==> config.mk <==
export PLATFORM = sky130hd
export DESIGN_NAME = pipe_hazard_ctrl
export DESIGN_NICKNAME = d
export VERILOG_FILES = /design/src/rtl/pipe_hazard_ctrl.sv
export SDC_FILE = /design/constraint.sdc
export NUM_CORES = 1
export LEC_CHECK = 0
export ABC_AREA = 1
export BUFFER_PORTS_ARGS = -buffer_cell sky130_fd_sc_hd__buf_2
export CAP_MARGIN = 20
export CORE_ASPECT_RATIO = 0.5
export CORE_UTILIZATION = 46
export DETAILED_ROUTE_END_ITERATION = 10
export PLACE_DENSITY = 0.87
export SLEW_MARGIN = 20
export SYNTH_ARGS = -nofsm -noshare
export SYNTH_HDL_FRONTEND = slang
export SYNTH_SLANG_ARGS = --single-unit
==> constraint.sdc <==
create_clock -name clk -period 3.5 [get_ports clk]
set_input_delay 0.525 -clock clk [delete_from_list [all_inputs] [get_ports clk]]
set_output_delay 0.525 -clock clk [all_outputs]
set_load 0.05 [all_outputs]
==> src/rtl/pipe_hazard_ctrl.sv <==
// Pipeline controller: stage enables/clears, load-use/redirect/dmem-wait hazards,
// dmem timeout supervision, halt/drain FSM and EX forwarding. Optional: PIPE_HAZARD_PERF_EN.
module pipe_hazard_ctrl #(
   parameter int unsigned RFIDX_W      = 5,
   parameter int unsigned MEM_TIMEOUT  = 64,
   parameter int unsigned DRAIN_CYCLES = 4
) (
   input  logic               clk,
   input  logic               reset,
   input  logic [RFIDX_W-1:0] rs1D,
   input  logic [RFIDX_W-1:0] rs2D,
   input  logic [RFIDX_W-1:0] rs1E,
   input  logic [RFIDX_W-1:0] rs2E,
   input  logic [RFIDX_W-1:0] rdE,
   input  logic               regwriteE,
   input  logic               memtoregE,
   input  logic               pcsrcE,
   input  logic [RFIDX_W-1:0] rdM,
   input  logic               regwriteM,
   input  logic               dmem_reqM,
   input  logic               dmem_readyM,
   input  logic [RFIDX_W-1:0] rdW,
   input  logic               regwriteW,
   input  logic               halt_req,
   output logic               enF,
   output logic               enD,
   output logic               enE,
   output logic               enM,
   output logic               flushD,
   output logic               flushE,
   output logic               flushW,
   output logic [1:0]         fwdA,
   output logic [1:0]         fwdB,
   output logic               halted,
   output logic               mem_timeout_err,
   output logic [31:0]        stall_cnt,
   output logic [31:0]        flush_cnt
);

   typedef enum logic [1:0] {StRun, StDrain, StHalted} state_e;

   localparam int unsigned WaitW = (MEM_TIMEOUT > 2) ? $clog2(MEM_TIMEOUT) : 1;
   localparam logic [WaitW-1:0] WaitMax = WaitW'(MEM_TIMEOUT - 1);
   localparam logic [3:0] DrainLast = 4'(DRAIN_CYCLES - 1);

   state_e           state_q, state_d;
   logic [WaitW-1:0] wait_q, wait_d;
   logic [3:0]       drain_q, drain_d;
   logic             err_q, err_d;
   logic             memstall, lduse;

   assign memstall = dmem_reqM & ~dmem_readyM;
   assign lduse    = regwriteE & memtoregE & (rdE != '0) & ((rdE == rs1D) | (rdE == rs2D));

   function automatic logic [1:0] fwd_sel(input logic [RFIDX_W-1:0] rs);
      if (regwriteM && rdM != '0 && rdM == rs)      return 2'b10;
      else if (regwriteW && rdW != '0 && rdW == rs) return 2'b01;
      else                                          return 2'b00;
   endfunction

   assign fwdA = fwd_sel(rs1E);
   assign fwdB = fwd_sel(rs2E);

   always_comb begin
      enF     = 1'b1;
      enD     = 1'b1;
      enE     = 1'b1;
      enM     = 1'b1;
      flushD  = 1'b0;
      flushE  = 1'b0;
      flushW  = 1'b0;
      halted  = 1'b0;
      state_d = state_q;
      drain_d = drain_q;

      unique case (state_q)
         StRun: begin
            if (halt_req && !memstall) begin
               state_d = StDrain;
               drain_d = '0;
            end
         end
         StDrain: begin
            // Fetch frozen; bubbles fill ID until the older instructions retire.
            enF    = 1'b0;
            flushD = 1'b1;
            if (!halt_req) begin
               state_d = StRun;
            end else if (!memstall && !lduse) begin
               if (drain_q == DrainLast) state_d = StHalted;
               else                      drain_d = drain_q + 4'd1;
            end
         end
         StHalted: begin
            enF    = 1'b0;
            enD    = 1'b0;
            enE    = 1'b0;
            enM    = 1'b0;
            flushD = 1'b0;
            halted = 1'b1;
            if (!halt_req) state_d = StRun;
         end
         default: state_d = StRun;
      endcase

      if (state_q != StHalted) begin
         if (memstall) begin
            enF    = 1'b0;
            enD    = 1'b0;
            enE    = 1'b0;
            enM    = 1'b0;
            flushD = 1'b0;
            flushE = 1'b0;
            flushW = 1'b1;
         end else if (pcsrcE) begin
            enF    = 1'b1;
            enD    = 1'b1;
            flushD = 1'b1;
            flushE = 1'b1;
         end else if (lduse) begin
            enF    = 1'b0;
            enD    = 1'b0;
            flushD = 1'b0;
            flushE = 1'b1;
         end
      end
   end

   always_comb begin
      wait_d = '0;
      err_d  = err_q;
      if (memstall) begin
         wait_d = (wait_q == WaitMax) ? wait_q : wait_q + 1'b1;
         if (wait_q == WaitMax) err_d = 1'b1;
      end
   end

   always_ff @(posedge clk or posedge reset) begin
      if (reset) begin
         state_q <= StRun;
         wait_q  <= '0;
         drain_q <= '0;
         err_q   <= 1'b0;
      end else begin
         state_q <= state_d;
         wait_q  <= wait_d;
         drain_q <= drain_d;
         err_q   <= err_d;
      end
   end

   assign mem_timeout_err = err_q;

`ifdef PIPE_HAZARD_PERF_EN
   logic [31:0] stall_q, flush_q;

   always_ff @(posedge clk or posedge reset) begin
      if (reset) begin
         stall_q <= '0;
         flush_q <= '0;
      end else begin
         if (!enF && state_q != StHalted) stall_q <= stall_q + 32'd1;
         if (flushE)                      flush_q <= flush_q + 32'd1;
      end
   end

   assign stall_cnt = stall_q;
   assign flush_cnt = flush_q;
`else
   assign stall_cnt = '0;
   assign flush_cnt = '0;
`endif

endmodule

# == Yosys cells after proc, flatten, opt, wreduce, memory -nomap -nowiden ==
# Index checks and enable logic that the tools add are counted.
# totals
reg_bits,13
input_bits,45
output_inout_bits,77
elab_cells,91
# op_classes
add_sub_neg,2
n_eq_ne,19
n_mux,41
bitwise_logic,6
n_reduce_logical,19
# ops
operator,n
5-bit == test,6
1-bit 2-to-1 mux,26
4-bit 2-to-1 mux,4
5-bit nonzero test,3
2-bit 2-to-1 mux,7
"2-bit inequality test, second input constant",7
6-bit 2-to-1 mux,2
1-bit logical AND,8
4-bit one-hot mux with 2 select lines,1
"6-bit by 1-bit adder with 6-bit output, second input constant",1
"6-bit == test, second input constant",1
"3-bit inequality test, second input constant",2
2-bit one-hot mux with 3 select lines,1
5-bit AND reduction,1
"4-bit by 1-bit adder with 4-bit output, second input constant",1
1-bit bitwise AND,4
"4-bit by 2-bit == test with 1-bit output, second input constant",1
4-bit AND reduction,1
"2-bit by 1-bit == test with 1-bit output, second input constant",1
"2-bit == test, second input constant",1
1-bit zero test,2
2-bit zero test,1
2-bit AND reduction,1
2-bit nonzero test,1
3 further kinds,3

# == Logic depth before layout (Yosys ltp) ==
# logic_depth
word_depth,8
mapped_depth,12
ltp_nobuf,12

# == Least setup slack after synthesis ==
# Ideal clock, no wire load.
# synth_timing
kind,flip-flop to output port
startpoint,register state_q[0]
endpoint,output enF
arrival_ps,2622
required_time_ps,2975
setup_slack_ps,353
path_stages_with_launch,6
n_path_buf,0
path_cell_list,dfrtp_1 > inv_1 > ha_1 > nor2_1 > o21ai_2 > a21oi_1
# synth_via
elab_chain_len,7
word_cells_on_any_way,9
classes_between,3 x eq/ne; 5 x mux; 1 x reduce/logical
# synth_rtl
element,line,source
start: declaration,46,"state_e state_q, state_d;"
start signal: assignment,140,state_q <= StRun;
start signal: assignment,145,state_q <= state_d;
2-bit == test or 2-bit by 1-bit == test with 1-bit output (tied branches),76,unique case (state_q)
2-bit OR reduction (no source line),--,
1-bit 2-to-1 mux,76,
1-bit 2-to-1 mux,120,end else if (lduse) begin
1-bit 2-to-1 mux,115,end else if (pcsrcE) begin
1-bit 2-to-1 mux,107,if (memstall) begin
1-bit 2-to-1 mux *,106,if (state_q != StHalted) begin
end: declaration,25,"output logic enF,"
# Mark *: on every way between the ends. The rest lies on a longest branch, timed or not.

# == Worst setup path after layout ==
# layout_timing
startpoint,input dmem_readyM
endpoint,output flushD
# layout_via
elab_chain_len,4
# layout_rtl
element,line,source
start: declaration,21,"input logic dmem_readyM,"
1-bit NOT,52,assign memstall = dmem_reqM & ~dmem_readyM;
1-bit bitwise AND,52,
1-bit 2-to-1 mux,107,
1-bit 2-to-1 mux,106,
end: declaration,29,"output logic flushD,"
# Every way passes these cells.

==> flow_summary.toml <==
[run_status]
status = "complete, no violations"

[placement]
post-place-ws_ps = 1200
dpl_cell_area_sq_um = 1890
gp_congestion = 0.891
place.port_buffers = 57
dpl.cell_count = 369
dp_hpwl_mm = 2.97

[synthesis]
synth_most_common_cell = "buf_4"
syn-instance-count = 264
synth_area_leader_cell = "buf_4"
avgSynthCellArea_sq_um = 6.82
async_flop_share = 1.00
synth_seq_cells = 13
synth-edff-count = 0
synthTopCellsByCount = "buf_4, nand2_1, inv_1, nor2_1"
synth_flop_cell = "dfrtp_1"
yosys-top-cells-area = "buf_4, dfrtp_1, nand2_1"
synth_area_sq_um = 1800
synth.top_cell.area_share = 0.271
yosysUniqueCellTypes = 24
yosysWarnings = 0
ys_seq_area_frac = 0.181

[global_routing]
grt_pass1_vias = 1313
grt_pass1_wl_mm = 5.27
antenna_found_initial = 0
grtUsageTotal = 0.156
grt_max_degree = 14
grt_remaining_overflow = 0

[detailed_routing]
drtIter0Drc = 29
avgViaCountPerCell = 4.15
drt-pass1-iter-count = 4
ant_nets = 0
postRouteWirelength_mm = 3.28
drcViolationCount = 0
vias = 1548
wl_per_cell_um = 8.78

[worst_setup_path]
start_kind = "primary input"
crit_path_max_fanout = 12
cp-end-kind = "primary output"
slowest_stage = "nor2_1"
cp_cell_sequence = "buf_2 -> nor2_1 -> nor2_1 -> o21ai_2 -> a21oi_1 -> buf_2"
slowest_delay_ps = 570
cp_data_arrival_time_ps = 1770
critPathBufInv = 2
worstSetupPathType = "in -> out"
cp_top_family = "simple AND/OR/NAND/NOR gates"
required_ps = 2970

[floorplanning]
initial_core_util = 0.502
dieArea_sq_um = 4180
die_w_um = 90.5
coreArea_sq_um = 3580
rows = 15
io_pins = 122
die_h_um = 46.2

[power]
p_leak_nw = 1.14
p_per_area_nw_per_um2 = 448
ir_drop_mv = 0.396
fin_total_pwr_uw = 868

[layout]
n_fill_cell = 347
diodes = 0
area_growth_pct = 7.64
final_area_sq_um = 1940
nets = 373
drive_above_1_share = 0.236
fin_cells = 373
final_core_util = 0.541

[clock_network]
cts_tree = "yes"
clock_path_buffers = 2
cts_max_level = 1
cts_setup_buffers = 0
clock-root-buffer = "clkbuf_8"
insertion_delay_ps = 230
postCtsHoldBufs = 0
clk_pin_slew_worst_paths_ps = 50
numCtsBuffers = 3
cts_resized = 0
cts_sinks = 13

[sta]
finClkSkew_ps = 3.97
timing.final.crit_share = 0.654
slew_headroom = 0.512
rsz0062_at_grt = "no"
drv_slew = 0
setup_viol_count_final = 0
whs_ps = 297
hold_viol_final = 0
fmax_mhz = 437
worst_slew_pin_slew_ps = 730
tns_ps = 0
timing.final.ws_setup_ps = 1210
min_period_ps = 2290

[min_path]
hp-class = "in -> async"

[job]
maxCapViolations = 0
==> worst reg2reg max path, delay by kind of cell (launching register included) <==
kind	cells	cell delay (ps)
simple gates	7	740
flops	1	390
fa+ha+maj	1	240
buf+inv	1	90
==> cell families after synthesis <==
kind of cell	count (synthesis)	synth area share
AND/OR/NAND/NOR	105	0.266
buffers and inverters	100	0.345
XOR/XNOR	23	0.112
AO/OA/AOI/OAI	17	0.0598
flip-flops	13	0.181
adder cells (fa/ha/maj)	5	0.0347
other	1	0.00208
==> layer usage <==
metal  routed length [um]  up-vias  part of all wire  GRT usage
li1                     -      803                 -          -
met1                 1280      674              0.39      0.169
met2                 1790       69              0.55      0.339
met3                  183        2             0.056     0.0215
met4                   19        0            0.0058     0.0258
met5                    0        -                 0          0
==> report_power, final <==
group	internal [mW]	leakage (nW)	switching [mW]
logic	0.131	0.947	0.426
clock network	0.0799	0.0228	0.0468
registers	0.169	0.171	0.0152
==> sequential cells by signal (all words and copies together), names as in the netlist <==
signal           cells
mem_timeout_err      1
wait_q               6
state_q              2
drain_q              4
==> layout make-up <==
| class | instances | area (sq um) | area share |
|---|---|---|---|
| multi-input cells | 214 | 1090 | 0.563 |
| flip-flops and latches | 13 | 325 | 0.168 |
| clock buffers | 4 | 45.0 | 0.0232 |
| repair buffers | 57 | 285 | 0.147 |
| inverters | 34 | 128 | 0.0658 |
| well taps | 51 | 63.8 | 0.0329 |
==> cells in the final DEF (no fill, tap or decap) <==
master	n
nand2_2	4
a211oi_1	1
a22oi_1	1
nor2_1	25
inv_2	4
clkbuf_1	1
a21oi_1	7
nand2_4	4
conb_1	64
xor2_1	9
o21ai_2	1
dfrtp_1	13
nor3_1	8
ha_1	5
o21a_1	1
inv_1	30
nand2_1	43
o21ai_0	5
or2_2	2
xnor2_1	14
o41ai_2	1
clkbuf_8	3
nand3_1	14
buf_2	57
nand4_1	5
==> worst paths after layout <==
kind,startpoint,endpoint,slack [ps],cells after the start
max,dmem_readyM,flushD,1210,6
min,reset,wait_q[3]$_DFFE_PP0N_,300,2
max reg2reg,state_q[1]$_DFFE_PP0P_,drain_q[0]$_DFFE_PP0P_,1910,9
min reg2reg,mem_timeout_err$_DFFE_PP0P_,mem_timeout_err$_DFFE_PP0P_,470,2
max in group asynchronous,reset,mem_timeout_err$_DFFE_PP0P_,2880,2
min in group clk,mem_timeout_err$_DFFE_PP0P_,mem_timeout_err$_DFFE_PP0P_,470,2
Note: power is estimated with default switching activity, not from simulation.
